**config.mk**
```make
export PLATFORM = sky130hd
export DESIGN_NAME = fp_itof_seq
export DESIGN_NICKNAME = d
export VERILOG_FILES = /design/src/rtl/fp_itof_seq_pkg.sv /design/src/rtl/fp_round_rne.sv /design/src/rtl/fp_itof_seq.sv
export SDC_FILE = /design/constraint.sdc
export NUM_CORES = 1
export LEC_CHECK = 0
export CAP_MARGIN = 20
export CORE_MARGIN = 2
export CORE_UTILIZATION = 39
export DETAILED_ROUTE_END_ITERATION = 16
export PLACE_DENSITY = 0.65
export SYNTH_ARGS = -nofsm -noshare
export SYNTH_HDL_FRONTEND = slang
export SYNTH_HIERARCHICAL = 1
export SYNTH_SLANG_ARGS = --single-unit
export TNS_END_PERCENT = 50
```
**constraint.sdc**
```tcl
create_clock -name CLK -period 4.2 [get_ports CLK]
set_input_delay 0.63 -clock CLK [delete_from_list [all_inputs] [get_ports CLK]]
set_output_delay 0.63 -clock CLK [all_outputs]
set_load 0.005 [all_outputs]
```
**src/rtl/fp_itof_seq_pkg.sv**
```systemverilog
// Shared FP helpers: exponent constants and the itof converter state encoding.
// Pure package, no logic; imported by the converter and the RNE rounding stage.
package fp_itof_seq_pkg;

    typedef enum logic [1:0] {
        IDLE  = 2'd0,
        NORM  = 2'd1,
        ROUND = 2'd2,
        DONE  = 2'd3
    } itof_state_t;

    function automatic int EXP_OFFSET(input int nx);
        return (1 << (nx - 1)) - 1;
    endfunction

    function automatic int EXP_MAXV(input int nx);
        return (1 << nx) - 1;
    endfunction

    function automatic int MAX(input int a, input int b);
        return (a > b) ? a : b;
    endfunction

endpackage

```
**src/rtl/fp_round_rne.sv**
```systemverilog
// Combinational round-to-nearest-even of a normalised fraction to NM bits, zero latency.
// Saturates to infinity when the biased exponent reaches all-ones; no handshake.
module fp_round_rne
    import fp_itof_seq_pkg::*;
#(
    parameter int NX = 8,
    parameter int NM = 23,
    parameter int FW = 31
) (
    input  logic [FW-1:0]        i_frac,
    input  logic signed [NX+1:0] i_exp,
    output logic [NM-1:0]        o_mant,
    output logic [NX-1:0]        o_exp,
    output logic                 o_inexact,
    output logic                 o_ovf
);

    localparam int EXP_MAX = EXP_MAXV(NX);
    localparam logic signed [NX+1:0] EXP_LIM = (NX+2)'(EXP_MAX);

    logic [NM-1:0]        w_mant_t;
    logic                 w_guard;
    logic                 w_sticky;
    logic                 w_inc;
    logic [NM:0]          w_sum;
    logic signed [NX+1:0] w_exp_r;

    generate
        if (FW <= NM) begin : g_exact
            assign w_mant_t = NM'(i_frac) << (NM - FW);
            assign w_guard  = 1'b0;
            assign w_sticky = 1'b0;
        end else begin : g_rnd
            assign w_mant_t = i_frac[FW-1 -: NM];
            assign w_guard  = i_frac[FW-1-NM];
            if (FW - NM >= 2) begin : g_stk
                assign w_sticky = |i_frac[FW-2-NM:0];
            end else begin : g_nostk
                assign w_sticky = 1'b0;
            end
        end
    endgenerate

    always_comb begin
        w_inc     = w_guard & (w_sticky | w_mant_t[0]);
        w_sum     = {1'b0, w_mant_t} + {{NM{1'b0}}, w_inc};
        // a carry out of the mantissa leaves w_sum[NM-1:0] at zero, so only exp moves
        w_exp_r   = i_exp + $signed({{(NX+1){1'b0}}, w_sum[NM]});
        o_inexact = w_guard | w_sticky;
        o_ovf     = (w_exp_r >= EXP_LIM);
        o_mant    = w_sum[NM-1:0];
        o_exp     = w_exp_r[NX-1:0];
        if (o_ovf) begin
            o_mant = '0;
            o_exp  = '1;
        end
    end

endmodule

```
**src/rtl/fp_itof_seq.sv**
```systemverilog
// Signed int to packed FP, one normalise bit per cycle then RNE; latency LZ+3 (zero: 1).
// Result held in DONE until out_ready; no new word is accepted outside IDLE.
module fp_itof_seq
    import fp_itof_seq_pkg::*;
#(
    parameter int NX = 8,
    parameter int NM = 23,
    parameter int NI = 32
) (
    input  logic              CLK,
    input  logic              RST,
    input  logic              in_valid,
    output logic              in_ready,
    input  logic [NI-1:0]     in_data,
    output logic              out_valid,
    input  logic              out_ready,
    output logic [NX+NM:0]    out_data,
    output logic              out_inexact,
    output logic              out_ovf
);

    localparam int XOFF = EXP_OFFSET(NX);
    localparam logic signed [NX+1:0] EXP_INIT = (NX+2)'(XOFF + NI - 1);
    localparam logic signed [NX+1:0] EXP_ONE  = (NX+2)'(1);

    itof_state_t          r_state;
    itof_state_t          w_next;
    logic                 r_sign;
    logic [NI-1:0]        r_mag;
    logic signed [NX+1:0] r_exp;
    logic [NX+NM:0]       r_out_data;
    logic                 r_inexact;
    logic                 r_ovf;

    logic [NI-1:0]        w_abs;
    logic                 w_accept;
    logic [NM-1:0]        w_mant_o;
    logic [NX-1:0]        w_exp_o;
    logic                 w_inexact_o;
    logic                 w_ovf_o;

    // the most negative input wraps to 2^(NI-1), which is the correct unsigned magnitude
    assign w_abs    = in_data[NI-1] ? (-in_data) : in_data;
    assign w_accept = in_valid && (r_state == IDLE);

    fp_round_rne #(.NX(NX), .NM(NM), .FW(NI-1)) u_round (
        .i_frac    (r_mag[NI-2:0]),
        .i_exp     (r_exp),
        .o_mant    (w_mant_o),
        .o_exp     (w_exp_o),
        .o_inexact (w_inexact_o),
        .o_ovf     (w_ovf_o)
    );

    always_ff @(posedge CLK or posedge RST) begin
        if (RST) r_state <= IDLE;
        else     r_state <= w_next;
    end

    always_comb begin
        w_next = r_state;
        case (r_state)
            IDLE:    if (w_accept) w_next = (w_abs == '0) ? DONE : NORM;
            NORM:    if (r_mag[NI-1]) w_next = ROUND;
            ROUND:   w_next = DONE;
            DONE:    if (out_ready) w_next = IDLE;
            default: w_next = IDLE;
        endcase
    end

    always_comb begin
        in_ready    = (r_state == IDLE);
        out_valid   = (r_state == DONE);
        out_data    = r_out_data;
        out_inexact = r_inexact;
        out_ovf     = r_ovf;
    end

    always_ff @(posedge CLK or posedge RST) begin
        if (RST) begin
            r_sign     <= 1'b0;
            r_mag      <= '0;
            r_exp      <= '0;
            r_out_data <= '0;
            r_inexact  <= 1'b0;
            r_ovf      <= 1'b0;
        end else begin
            case (r_state)
                IDLE: begin
                    if (w_accept) begin
                        r_sign <= in_data[NI-1];
                        r_mag  <= w_abs;
                        r_exp  <= EXP_INIT;
                        if (w_abs == '0) begin
                            r_out_data <= '0;
                            r_inexact  <= 1'b0;
                            r_ovf      <= 1'b0;
                        end
                    end
                end
                NORM: begin
                    if (!r_mag[NI-1]) begin
                        r_mag <= r_mag << 1;
                        r_exp <= r_exp - EXP_ONE;
                    end
                end
                ROUND: begin
                    r_out_data <= {r_sign, w_exp_o, w_mant_o};
                    r_inexact  <= w_inexact_o;
                    r_ovf      <= w_ovf_o;
                end
                default: ;
            endcase
        end
    end

endmodule

```
==> reports/results.md <==
| Item | This run | Unit |
|---|---|---|
| Clock network fraction of total power | 0.170 | - |
| Rel. slew slack | 0.350 | - |
| Number of global-route vias before repair | 5722 | - |
| Placed Instance Area | 0.00757 | mm² |
| Fraction of the cycle the final worst path needs | 0.876 | - |
| Height of the chip | 134 | µm |
| Number of port buffers | 71 | - |
| Clock latency reported for the late side of the worst-skew pair | 0.33 | ns |
| Number of max-slew violations in the final report | 0 | - |
| Post-Syn Area per Cell | 8.34 | µm² |
| Total power | 4.58 | mW |
| Setup CP Type | in2reg | - |
| Final critical-path required period | 3.68 | ns |
| Count of flip-flops with a built-in enable after synthesis | 0 | - |
| Hold path startpoint | r_mag[1] | - |
| Top-area cell type share of the netlist area | 0.301 | - |
| Post-CTS sizing | 0 | - |
| Share of async-settable or async-resettable flops after synthesis | 1.00 | - |
| Effective utilization at floorplan | 0.398 | - |
| Number of register bits inferred by synthesis | 79 | - |
| Nets | 888 | - |
| Setup Fix Bufs, Post-CTS | 0 | - |
| RSZ-0062 raised after global routing | false | - |
| Number of buffers inserted during clock tree synthesis | 9 | - |
| Max VDD drop | 0.352 | mV |
| DR iter-0 viols | 471 | - |
| H-Tree Depth | 3 | - |
| Reg2Reg Setup Slack | 0.65 | ns |
| Post-synthesis instance total | 788 | - |
| Final setup skew | 0.00425 | ns |
| Clock sinks | 79 | - |
| Worst Path Required | 4.41 | ns |
| Ratio of cells with drive above 1 in the final layout | 0.127 | - |
| Post-route core utilization | 0.476 | - |
| Max-capacitance violation count | 0 | - |
| Remaining global-route overflow | 0 | - |
| Number of different library cells in the post-synthesis netlist | 67 | - |
| Worst reg2reg path depth | 14 | - |
| Net Count, Synth | 833 | - |
| Via count normalized by instance count | 5.84 | - |
| Worst-path fanout max | 35 | - |
| Initial antenna violation count | 0 | - |
| Startpoint class of the critical path | primary input | - |
| Max Buffers Root-to-Sink | 2 | - |
| Floorplan row count | 47 | - |
| Worst slew pin tran | 0.971 | ns |
| Worst endpoint data arrival time | 3.89 | ns |
| GRT Resource Usage Total | 0.199 | - |
| NetSw | 1.95 | mW |
| Maximum number of pins on one net before global-route repair | 54 | - |
| Capture instance of the worst register-to-register path | out_data[22] | - |
| Number of routed nets with antenna violations | 0 | - |
| Int Pwr | 2.63 | mW |
| Post-Syn Area | 0.00657 | mm² |
| Run status | complete, no violations | - |
| Main flop type after synthesis | sky130_fd_sc_hd__dfrtp_1 | - |
| Area added between synthesis and finish | 19.8 | % |
| Detailed Routing Iterations Pass 1 | 5 | - |
| Width of the die | 134 | µm |
| Leakage | 2.91 | nW |
| Worst Setup End Kind | flop | - |
| Synth area leaders | sky130_fd_sc_hd__dfrtp_1 30%, sky130_fd_sc_hd__nand2_1 6.2%, sky130_fd_sc_hd__o211ai_1 5.6% | - |
| Launching point of the worst reg2reg path | r_mag[14] | - |
| Root buffer cell | sky130_fd_sc_hd__clkbuf_16 | - |
| Net Sw Frac | 0.426 | - |
| Synthesis Warnings | 6 | - |
| Power density over the cells | 582 | mW/mm² |
| Top-level port count | 72 | - |
| Post-synth top area cell | sky130_fd_sc_hd__dfrtp_1 | - |
| Final instance area | 0.00787 | mm² |
| Hold-fix buffers at CTS | 0 | - |
| Vias | 6232 | - |
| CTS tree | built | - |
| Wire length of the first global-routing pass | 29700 | µm |
| Diodes inserted | 0 | - |
| Die area | 0.0179 | mm² |
| Drt drc | 0 | - |
| Clock-pin slew on the worst setup and hold paths | 0.06 | ns |
| Share of the yosys chip area belonging to registers | 0.301 | - |
| Worst hold-check path type | reg2reg | - |
| Core footprint | 0.0165 | mm² |
| Worst Hold Path Cells | 2 | - |
| Drt wl/cell | 16.5 | µm |
| Sequential fraction of design power | 0.332 | - |
| Weighted congestion reported at the end of routability-driven placement | 0.901 | - |
| Final wirelength | 17600 | µm |
| Share of total power in combinational logic | 0.498 | - |
| Final Hold Viols | 0 | - |
| Final setup vio count | 0 | - |
| Max frequency | 272 | MHz |
| Worst hold path endpoint | r_mag[1] | - |
| Total negative slack for setup checks | 0 | ns |
| Half-perimeter wire length of the detailed placement result | 12600 | µm |
[power groups by stage]
stage / Clock (mW) / Sequential [mW] / Combinational, mW
finish: 0.776 / 1.52 / 2.28
global route: 0.823 / 1.58 / 2.55
CTS: 0.794 / 1.51 / 2.29
detailed placement: 0 / 1.52 / 2.29
global placement: 0 / 1.52 / 2.23
floorplan: 0 / 1.41 / 1.60
[per-layer routing]
metal	routed length [µm]	vias to the layer above	track usage
met3	706	17	0.0246
met2	7690	175	0.296
met1	8990	2981	0.306
met5	0	-	0
li1	-	3059	-
met4	212	0	0.0508
[Yosys cell counts (4+ instances only)]
cell,number
sky130_fd_sc_hd__a22oi_1,47
sky130_fd_sc_hd__nand2b_1,7
sky130_fd_sc_hd__o211ai_2,21
sky130_fd_sc_hd__o31ai_1,5
sky130_fd_sc_hd__mux2i_1,7
sky130_fd_sc_hd__nor3b_2,10
sky130_fd_sc_hd__o211ai_1,49
sky130_fd_sc_hd__nand3_1,23
sky130_fd_sc_hd__buf_2,7
sky130_fd_sc_hd__nor2_1,49
sky130_fd_sc_hd__xor2_1,31
sky130_fd_sc_hd__nor4b_1,4
sky130_fd_sc_hd__or3_1,6
sky130_fd_sc_hd__ha_1,9
sky130_fd_sc_hd__nor3_1,20
sky130_fd_sc_hd__and4_1,7
sky130_fd_sc_hd__a31oi_1,7
sky130_fd_sc_hd__nand4_1,19
sky130_fd_sc_hd__buf_6,7
sky130_fd_sc_hd__dfrtp_1,79
sky130_fd_sc_hd__o21a_1,9
sky130_fd_sc_hd__clkbuf_1,46
sky130_fd_sc_hd__o21ai_0,31
sky130_fd_sc_hd__nor4_1,12
sky130_fd_sc_hd__and2_1,8
sky130_fd_sc_hd__nor4_2,4
sky130_fd_sc_hd__and3_1,13
sky130_fd_sc_hd__nand2_1,109
sky130_fd_sc_hd__nor2b_1,5
sky130_fd_sc_hd__o221ai_1,9
sky130_fd_sc_hd__a21oi_1,22
sky130_fd_sc_hd__xnor2_1,25
sky130_fd_sc_hd__inv_1,16
[worst max-delay path by stage]
stage,from,endpoint,depth (start not counted)
finish,in_data[1],out_data[24],12
global route,r_mag[14],out_data[10],14
CTS,in_data[1],out_data[24],12
detailed placement,in_data[1],out_data[25],12
global placement,in_data[6],out_data[21],10
floorplan,r_mag[12],out_data[10],15
[through the flow]
| stage | instances | setup slack, ns | hold WS, ns |
|---|---|---|---|
| 3_5_place_dp | 1052 | 0.222 | 0.499 |
| 3_3_place_gp | 1052 | 0.202 | 0.498 |
| 2_1_floorplan | 788 | 0.930 | 0.472 |
| 4_1_cts | 1068 | 0.563 | 0.513 |
| 5_1_grt | 1068 | 0.269 | 0.552 |
| 6_report | 1068 | 0.522 | 0.515 |
[layout by cell type, fill, tap and decap left out, types with 5 or more instances in the layout]
master / netlist / routed
sky130_fd_sc_hd__xnor2_1: 25 / 25
sky130_fd_sc_hd__clkdlybuf4s50_1: 0 / 71
sky130_fd_sc_hd__nor3b_2: 10 / 10
sky130_fd_sc_hd__a21oi_1: 22 / 22
sky130_fd_sc_hd__o211ai_1: 49 / 49
sky130_fd_sc_hd__ha_1: 9 / 8
sky130_fd_sc_hd__buf_4: 2 / 37
sky130_fd_sc_hd__inv_1: 16 / 15
sky130_fd_sc_hd__o21a_1: 9 / 9
sky130_fd_sc_hd__o31ai_1: 5 / 5
sky130_fd_sc_hd__o221ai_1: 9 / 9
sky130_fd_sc_hd__nor4_1: 12 / 12
sky130_fd_sc_hd__and2_1: 8 / 8
sky130_fd_sc_hd__nor2_1: 49 / 48
sky130_fd_sc_hd__nand2_1: 109 / 109
sky130_fd_sc_hd__xor2_1: 31 / 31
sky130_fd_sc_hd__and3_1: 13 / 13
sky130_fd_sc_hd__nand4_1: 19 / 19
sky130_fd_sc_hd__a22oi_1: 47 / 47
sky130_fd_sc_hd__and4_1: 7 / 7
sky130_fd_sc_hd__o211ai_2: 21 / 21
sky130_fd_sc_hd__o21ai_0: 31 / 31
sky130_fd_sc_hd__dfrtp_1: 79 / 79
sky130_fd_sc_hd__or3_1: 6 / 6
sky130_fd_sc_hd__nor3_1: 20 / 20
sky130_fd_sc_hd__nand2b_1: 7 / 7
sky130_fd_sc_hd__nand3_1: 23 / 23
sky130_fd_sc_hd__clkbuf_16: 0 / 9
sky130_fd_sc_hd__a31oi_1: 7 / 6
sky130_fd_sc_hd__mux2i_1: 7 / 7
[sequential cells by signal, indices dropped and copies added (netlist names)]
name         cells
out_ovf          1
out_data        32
out_inexact      1
r_mag           32
r_state          2
r_exp           10
r_sign           1
[area by class of cell]
type	count	area [µm²]
fillers	1562	8660
multi-input cells	625	4230
repair buffers	110	1030
clock buffers	12	246
inverters	18	68.8
flip-flops and latches	79	1980
well taps	220	275
clock inverters	4	45.0
[logic make-up after synthesis]
family | after synthesis | share of synthesized area
buffers and inverters | 84 | 0.0587
DFF | 79 | 0.301
xor gates and xnor gates | 56 | 0.0747
AOI/OAI and AO/OA | 234 | 0.270
muxes | 7 | 0.0107
adders and majority gates | 9 | 0.0171
and+or+nand+nor | 319 | 0.268
[critical path: stages]
cell,delay (ns)
sky130_fd_sc_hd__clkdlybuf4s50_1,0.48
sky130_fd_sc_hd__inv_1,0.09
sky130_fd_sc_hd__ha_1,0.20
sky130_fd_sc_hd__nor4b_4,0.31
sky130_fd_sc_hd__and3_1,0.42
sky130_fd_sc_hd__nand3_2,0.15
sky130_fd_sc_hd__o31a_1,0.26
sky130_fd_sc_hd__o31a_1,0.26
sky130_fd_sc_hd__or4_1,0.60
sky130_fd_sc_hd__buf_12,0.22
sky130_fd_sc_hd__o211ai_1,0.12
sky130_fd_sc_hd__o211ai_1,0.11
Power figures use the tool's default switching activity.
